===== src/rtl/cram_writer.sv =====
// cram_writer: Z80/DMA palette writes queued through a 4-deep FIFO into registered CRAM write pulses
module cram_writer (
  input  logic        clk,
  input  logic        rst,
  input  logic        zwe,
  input  logic [8:0]  zaddr,
  input  logic [7:0]  zdata,
  input  logic        dma_req,
  input  logic [7:0]  dma_addr,
  input  logic [15:0] dma_data,
  output logic        dma_rdy,
  input  logic        wr_en,
  output logic [7:0]  cram_addr,
  output logic [14:0] cram_data,
  output logic        cram_we,
  output logic        ovf
);
  logic [22:0] mem [4];
  logic [1:0]  wp, rp;
  logic [2:0]  count;
  logic [7:0]  lo_reg;
  logic        z_commit, z_push, dma_push, push, pop;
  logic [22:0] din;
  // DMA may fill at most two slots so the other two stay free for unstallable Z80 commits
  always_comb begin
    z_commit = zwe && zaddr[0];
    dma_rdy  = count < 3'd2 && !z_commit;
    z_push   = z_commit && count != 3'd4;
    dma_push = dma_req && dma_rdy;
    push     = z_push || dma_push;
    pop      = count != 3'd0 && wr_en;
    din      = z_commit ? {zaddr[8:1], zdata[6:0], lo_reg} : {dma_addr, dma_data[14:0]};
  end
  always_ff @(posedge clk)
    if (push) mem[wp] <= din;
  always_ff @(posedge clk or posedge rst)
    if (rst) begin
      wp        <= '0;
      rp        <= '0;
      count     <= '0;
      lo_reg    <= '0;
      cram_we   <= 1'b0;
      cram_addr <= '0;
      cram_data <= '0;
      ovf       <= 1'b0;
    end else begin
      if (zwe && !zaddr[0]) lo_reg <= zdata;
      if (push) wp <= wp + 2'd1;
      if (pop) rp <= rp + 2'd1;
      count   <= count + 3'(push) - 3'(pop);
      cram_we <= pop;
      if (pop) {cram_addr, cram_data} <= mem[rp];
      if (z_commit && count == 3'd4) ovf <= 1'b1;
    end
endmodule


===== config.mk =====
export PLATFORM = sky130hd
export DESIGN_NAME = cram_writer
export DESIGN_NICKNAME = d
export VERILOG_FILES = /design/src/rtl/cram_writer.sv
export SDC_FILE = /design/constraint.sdc
export NUM_CORES = 1
export LEC_CHECK = 0
export CAP_MARGIN = 40
export CORE_MARGIN = 2
export CORE_UTILIZATION = 40
export CTS_BUF_LIST = sky130_fd_sc_hd__clkbuf_4
export DETAILED_ROUTE_END_ITERATION = 10
export DONT_BUFFER_PORTS = 1
export GPL_TIMING_DRIVEN = 0
export PLACE_DENSITY_LB_ADDON = 0.08
export SLEW_MARGIN = 30
export SYNTH_ARGS = -nofsm -noshare
export SYNTH_HDL_FRONTEND = slang
export SYNTH_SLANG_ARGS = --single-unit
export TNS_END_PERCENT = 20

===== constraint.sdc =====
create_clock -name clk -period 6.35 [get_ports clk]
set_clock_uncertainty 0.15 [all_clocks]
set_input_delay 0.635 -clock clk [delete_from_list [all_inputs] [get_ports clk]]
set_output_delay 0.635 -clock clk [all_outputs]
set_load 0.005 [all_outputs]

==> summary.md, run 1 <==
| Metric | Value |
|---|---|
| Vias | `2529` |
| P&R area growth vs syn | `9.49%` |
| Port-buffer cells | `0` |
| Vias in the first global route | `2766` |
| Largest register FFs | `92` |
| Clk sink count | `132` |
| CTS root buffer | `clkbuf_4` |
| Nets | `378` |
| Clk buf depth | `2` |
| Required @ worst endpoint | `6.62 ns` |
| Largest net degree at the start of global routing | `41` |
| Warnings, synthesis | `0` |
| Max-cap violations | `0` |
| Remaining global-route overflow | `0` |
| I/O Pins | `72` |
| Net Count, Synth | `357` |
| Worst setup path start | `count[1]` |
| CTS H-tree lvls | `4` |
| Critical path class | `reg2reg` |
| Leading cell type in the layout, fill and taps excluded | `edfxtp_1` |
| Area after DPL | `0.00556 sq mm` |
| Hold Path Class | `in2reg` |
| Fill count | `1170` |
| Die W | `119 um` |
| Max Freq | `381 MHz` |
| Postcts setup bufs | `0` |
| Largest regs | `mem: 92 flops, cram_data: 15 flops` |
| Pre-antenna DRT Iters | `4` |
| Initial antenna violation count | `1` |
| Initial drt markers | `115` |
| Share of layout cells above drive strength 1 | `28.8%` |
| Worst setup EP type | `register` |
| Number of core rows | `42` |
| Initial core utilization | `40.5%` |
| Fin area | `0.00580 sq mm` |
| Gpl congestion | `0.728` |
| P_leak | `2.18 nW` |
| Hold slack | `0.105 ns` |
| PwrDens | `409 mW/mm^2` |
| Clk_lat worst skew | `0.52 ns` |
| Most frequent cells in the layout | `92 x edfxtp_1, 71 x nand2_1, 40 x dfrtp_1` |
| Maximum vdd drop | `238 uV` |
| Final setup TNS | `0 ns` |
| Core region area | `0.0131 sq mm` |
| Worst-path clk slew | `0.11 ns` |
| Slew Viols, Final | `0` |
| Fin crit period | `2.62 ns` |
| CTS tree | `done` |
| Routed WL | `10.3 mm` |
| Period utilization | `41.3%` |
| Design Power | `2.37 mW` |
| CTS resizes | `0` |
| Register area | `0.00376 sq mm` |
| Flops & latches, synth | `132` |
| Hold path depth | `1` |
| DRC viols | `0` |
| Vias/cell | `4.92` |
| Worst Tran Pin Value | `0.667 ns` |
| Reg2reg start | `count[1]` |
| Mapped Area | `0.00530 sq mm` |
| Netlist cell types | `22` |
| Syn Area/Cell | `17.5 sq um` |
| DIE AREA | `0.0142 sq mm` |
| Critical path peak fanout | `11` |
| Top reg by flops | `mem` |
| Critical path arrival | `2.89 ns` |
| RSZ-0062 raised after global routing | `false` |
| Hold Fails Final Rpt | `0` |
| Status | `complete, no violations` |
| Min-delay src | `zdata[0]` |
| Synth Instances | `303` |
| Final setup vio count | `0` |
| First-pass GRT wire length | `16.1 mm` |
| Register area share after synthesis | `71.0%` |
| DR WL/cell | `20.1 um` |
| GRT Overall Usage | `16.0%` |
| Antenna-violating nets left | `0` |
| Reg2Reg Depth | `8` |
| Post-DP HPWL | `6.33 mm` |
| Die Ht | `119 um` |
| Slew headroom | `55.5%` |
| Multi-input logic area | `0.00141 sq mm` |
| Crit start category | `register` |
| Clock buffer count from CTS | `17` |
[final timing paths]
kind | endpoint | slack, ns
hold reg to reg | cram_data[9] | 0.36
setup reg to reg | count[2] | 3.73
hold / removal | lo_reg[0] | 0.11
setup / recovery | count[2] | 3.73
max in group asynchronous | cram_addr[4] | 5.11
min in group asynchronous | cram_addr[6] | 0.50
[worst max-delay path, cell delays in order, from the launching register on]
cell     delay (ns)
dfrtp_1        0.44
o31ai_4        0.48
inv_2          0.15
buf_2          0.25
ha_1           0.31
inv_1          0.04
ha_1           0.18
fa_1           0.38
xnor2_1        0.14
[synth_stat cells]
master | count | share of area (%)
edfxtp_1 | 92 | 52
nand2_1 | 71 | 5.0
dfrtp_1 | 40 | 19
mux2_2 | 32 | 6.8
mux4_2 | 18 | 7.6
buf_2 | 9 | 0.85
inv_1 | 8 | 0.57
ha_1 | 7 | 1.7
and2_1 | 5 | 0.59
mux4_1 | 5 | 2.5
xnor2_1 | 4 | 0.66
buf_12 | 2 | 0.76
a22oi_1 | 1 | 0.14
a41o_1 | 1 | 0.19
a41oi_2 | 1 | 0.31
buf_6 | 1 | 0.21
clkbuf_1 | 1 | 0.071
fa_1 | 1 | 0.38
inv_2 | 1 | 0.071
nor2_1 | 1 | 0.071
nor2b_1 | 1 | 0.12
o31ai_4 | 1 | 0.40
[report_power, final]
group	switching, mW	internal, mW
Sequential	0.102	1.15
Combinational	0.329	0.301
Clock	0.279	0.212
Total	0.710	1.66
[area by class of cell]
| cell class | instances | area share, % |
|---|---|---|
| timing repair buffer | 2 | 0.647 |
| inverter | 9 | 0.625 |
| clock buffer | 23 | 2.98 |
| sequential | 132 | 64.9 |
| clock inverter | 9 | 1.08 |
| tap | 176 | 3.79 |
| multi-input combinational | 149 | 24.3 |
| antenna | 1 | 0.0431 |
| buffer | 13 | 1.72 |
[stage by stage]
stage | worst slack [ns] | utilization, % | std cells
3_3_place_gp | 3.45 | 42.2 | 479
5_1_grt | 3.55 | 44.3 | 514
4_1_cts | 3.66 | 44.3 | 513
6_report | 3.73 | 44.3 | 514
3_5_place_dp | 3.69 | 42.5 | 480
2_1_floorplan | 4.04 | - | 303
[cells by family (layout without fill, tap and decap cells)]
group	count (synthesis)	count (layout)	share of synthesized area, %
flip-flops	132	132	71.0
AND/OR/NAND/NOR	78	78	5.81
multiplexers	55	55	16.9
buffers and inverters	22	56	2.53
adder cells (fa/ha/maj)	8	8	2.03
AO/OA/AOI/OAI	4	4	1.04
XOR/XNOR	4	4	0.661
other	0	1	0
[per-layer routing]
metal / vias to the layer above / share of wire, % / GRT usage [%]
li1: 1163 / - / -
met1: 1291 / 43 / 19.5
met2: 62 / 51 / 26.1
met3: 13 / 4.8 / 5.22
met4: 0 / 1.5 / 6.70
met5: - / 0 / 0
[repair_timing]
action / CTS / global route
setup endpoints to repair: 0 / 0
hold buffers: 1 / 0
hold endpoints to repair: 40 / 0
Note: power is estimated with default switching activity, not from simulation.
==> run 2: changes to the inputs <==
clock period = 2.3 ns   (was 6.35 ns; I/O delays follow)
==> summary.md, run 2 (same netlist as run 1, synthesis figures left out) <==
| Metric | Value |
|---|---|
| Status | `complete, no violations` |
| Largest net degree at the start of global routing | `41 (unchanged)` |
| Clk_lat worst skew | `0.53 ns (about the same)` |
| Hold Path Class | `in2reg` |
| Die Ht | `119 um (unchanged)` |
| Number of core rows | `42 (unchanged)` |
| Required @ worst endpoint | `2.57 ns (-4.05 ns)` |
| Worst path cell trace | `inv_2, ha_4, a22oi_2, a41oi_2, inv_2, ha_4, inv_2, ha_4, fa_2, xnor2_2` |
| Pint | `4.61 mW (+180%)` |
| Max Freq | `443 MHz (+16%)` |
| Maximum vdd drop | `493 uV (+110%)` |
| Most frequent cells in the layout | `92 x edfxtp_1, 71 x nand2_1, 43 x dlygate4sd3_1` |
| Worst setup EP type | `register` |
| CTS root buffer | `clkbuf_4` |
| Worst Tran Pin Value | `0.567 ns (-0.100 ns)` |
| Period utilization | `98.2% (+57 points)` |
| Final setup TNS | `0 ns (unchanged)` |
| Comb power frac | `29.8% (+3.3 points)` |
| Remaining global-route overflow | `0 (unchanged)` |
| Psw | `2.04 mW (+190%)` |
| CTS H-tree lvls | `4 (unchanged)` |
| I/O Pins | `72 (unchanged)` |
| Crit start category | `register` |
| Port-buffer cells | `0 (unchanged)` |
| M2 GR Usage | `27.2% (+1.1 points)` |
| Reg2reg start | `count[1]` |
| Multi-input logic area | `0.00147 sq mm (+4.1%)` |
| CP delay by family, top | `adder cells` |
| Initial core utilization | `40.5% (unchanged)` |
| Die W | `119 um (unchanged)` |
| Critical path class | `reg2reg` |
| RSZ-0062 raised after global routing | `true` |
| Slew headroom | `62.2% (+6.7 points)` |
| P&R area growth vs syn | `18.1%` |
| Gpl congestion | `0.677 (-7.0%)` |
| Crit Reg-Reg Endpoint | `count[2]` |
| Pre-antenna DRT Iters | `4 (unchanged)` |
| Share of layout cells above drive strength 1 | `28.8% (about the same)` |
| Hold Fails Final Rpt | `0 (unchanged)` |
| CP Buf/Inv Count | `3 (unchanged)` |
| Post-DP HPWL | `6.35 mm (+0.28%)` |
| Seq pwr share | `52.0% (-0.8 points)` |
| First-pass GRT wire length | `16.8 mm (+4.5%)` |
| Slowest cell on crit path | `dfrtp_1` |
| DIE AREA | `0.0142 sq mm (unchanged)` |
| P_leak | `2.35 nW (+7.9%)` |
| Final Instance Count excl. Fillers | `559 (+8.8%)` |
| Worst setup path start | `count[1]` |
| Top reg by flops | `mem` |
| Final Util | `47.8% (+3.5 points)` |
| Vias/cell | `4.89 (-0.56%)` |
| Largest regs | `mem: 92 flops, cram_data: 15 flops` |
| GRT Max-Usage Layer | `met2` |
| Met3 Use GR | `4.93% (-0.29 points)` |
| Largest register FFs | `92 (unchanged)` |
| Fin crit period | `2.26 ns (-0.363 ns)` |
| Vias in the first global route | `2966 (+7.2%)` |
| PwrDens | `1060 mW/mm^2 (+160%)` |
| Worst-path clk slew | `0.11 ns (about the same)` |
| Global-route met1 utilization | `20.8% (+1.2 points)` |
| Clock power frac | `18.2% (-2.5 points)` |
| Flop-to-flop setup slack | `0.04 ns (-3.69 ns)` |
| Critical path capture point | `count[2]` |
| Initial drt markers | `131 (+14%)` |
| Clk buf depth | `2 (unchanged)` |
| DR WL/cell | `19.6 um (-2.4%)` |
| Register area | `0.00376 sq mm (about the same)` |
| Sw frac | `30.6% (+0.74 points)` |
| Clock buffer count from CTS | `17 (unchanged)` |
| Fill count | `1138 (-2.7%)` |
| Core region area | `0.0131 sq mm (unchanged)` |
| Antenna-violating nets left | `0 (unchanged)` |
| Critical path's largest stage delay | `0.44 ns (-0.04 ns)` |
| Final setup vio count | `0 (unchanged)` |
| Clk sink count | `132 (unchanged)` |
| Leading cell type in the layout, fill and taps excluded | `edfxtp_1` |
| Critical path arrival | `2.53 ns (-0.36 ns)` |
| DRC viols | `0 (unchanged)` |
| Max-cap violations | `0 (unchanged)` |
| Slew Viols, Final | `0 (unchanged)` |
| Vias | `2735 (+8.1%)` |
| Crit. path cell count | `10 (+2)` |
| Initial antenna violation count | `1 (unchanged)` |
| CTS tree | `done` |
| Routed WL | `10.9 mm (+6.1%)` |
| Nets | `423 (+12%)` |
| Reg2Reg Depth | `10 (+2)` |
| Dpl cells | `479 (-0.21%)` |
| Critical path peak fanout | `3 (-8)` |
| GRT Overall Usage | `16.7% (+0.77 points)` |
run 2: cell count changes in the layout (fill, tap and decap cells not counted), moves of 2 or more:
cell,delta
clkinv_2,+2
inv_1,-4
inv_2,+3
dlygate4sd3_1,+42
buf_4,+5
ha_1,-3
and2_2,-4
ha_4,+3
clkbuf_4,-2
and2_4,+4
run 2: area by class of cell:
type	instances	area share, %
timing repair buffer	48	7.48
antenna	1	0.0400
clock buffer	21	2.52
clock inverter	11	0.740
sequential	132	60.2
tap	176	3.52
inverter	9	0.620
multi-input combinational	149	23.4
buffer	12	1.52
run 2: power groups by stage:
stage | registers [mW] | clock network, mW | logic (mW)
4_1_cts | 3.47 | 1.27 | 1.89
3_3_place_gp | 3.51 | 0 | 1.76
3_5_place_dp | 3.53 | 0 | 1.78
6_report | 3.46 | 1.21 | 1.98
2_1_floorplan | 3.44 | 0 | 1.38
5_1_grt | 3.52 | 1.37 | 2.22
run 2: worst min-delay path by stage:
stage / startpoint / endpoint / slack (ns) / cells past startpoint
3_3_place_gp: zdata[0] / lo_reg[0] / 0.23 / 1
6_report: zaddr[0] / lo_reg[0] / 0.08 / 3
2_1_floorplan: zdata[0] / lo_reg[0] / 0.23 / 1
5_1_grt: zaddr[0] / lo_reg[2] / 0.04 / 3
4_1_cts: zaddr[0] / wp[0] / 0.003 / 4
3_5_place_dp: rst / cram_data[12] / 0.07 / 1
run 2: metal layers:
layer | part of all wire [%] | vias up
met1 | 43 | 1386
li1 | - | 1260
met5 | 0 | -
met3 | 4.6 | 14
met2 | 51 | 75
met4 | 1.7 | 0
run 2: what timing repair did:
action	CTS	global route
endpoints found under the setup margin	94	25
pin swaps	1	5
hold buffers	43	0
hold endpoints to repair	157	0
setup buffers	3	2
resized for setup	4	14
run 2: per-stage QoR:
stage / hold slack [ns] / total power [mW] / worst slack [ns] / instance area [sq um]
2_1_floorplan: 0.232 / 4.82 / 0.00903 / 5300
6_report: 0.0829 / 6.65 / 0.0405 / 6260
3_3_place_gp: 0.234 / 5.27 / -0.538 / 5520
4_1_cts: 0.00297 / 6.63 / 0.00651 / 6190
3_5_place_dp: 0.0661 / 5.31 / -0.320 / 5530
5_1_grt: 0.0423 / 7.11 / -0.0442 / 6260
run 2: worst register-to-register path, stage by stage (launching register included):
cell	delay, ns
dfrtp_1	0.44
inv_2	0.10
ha_4	0.13
a22oi_2	0.05
a41oi_2	0.22
inv_2	0.08
ha_4	0.27
inv_2	0.04
ha_4	0.15
fa_2	0.39
xnor2_2	0.13
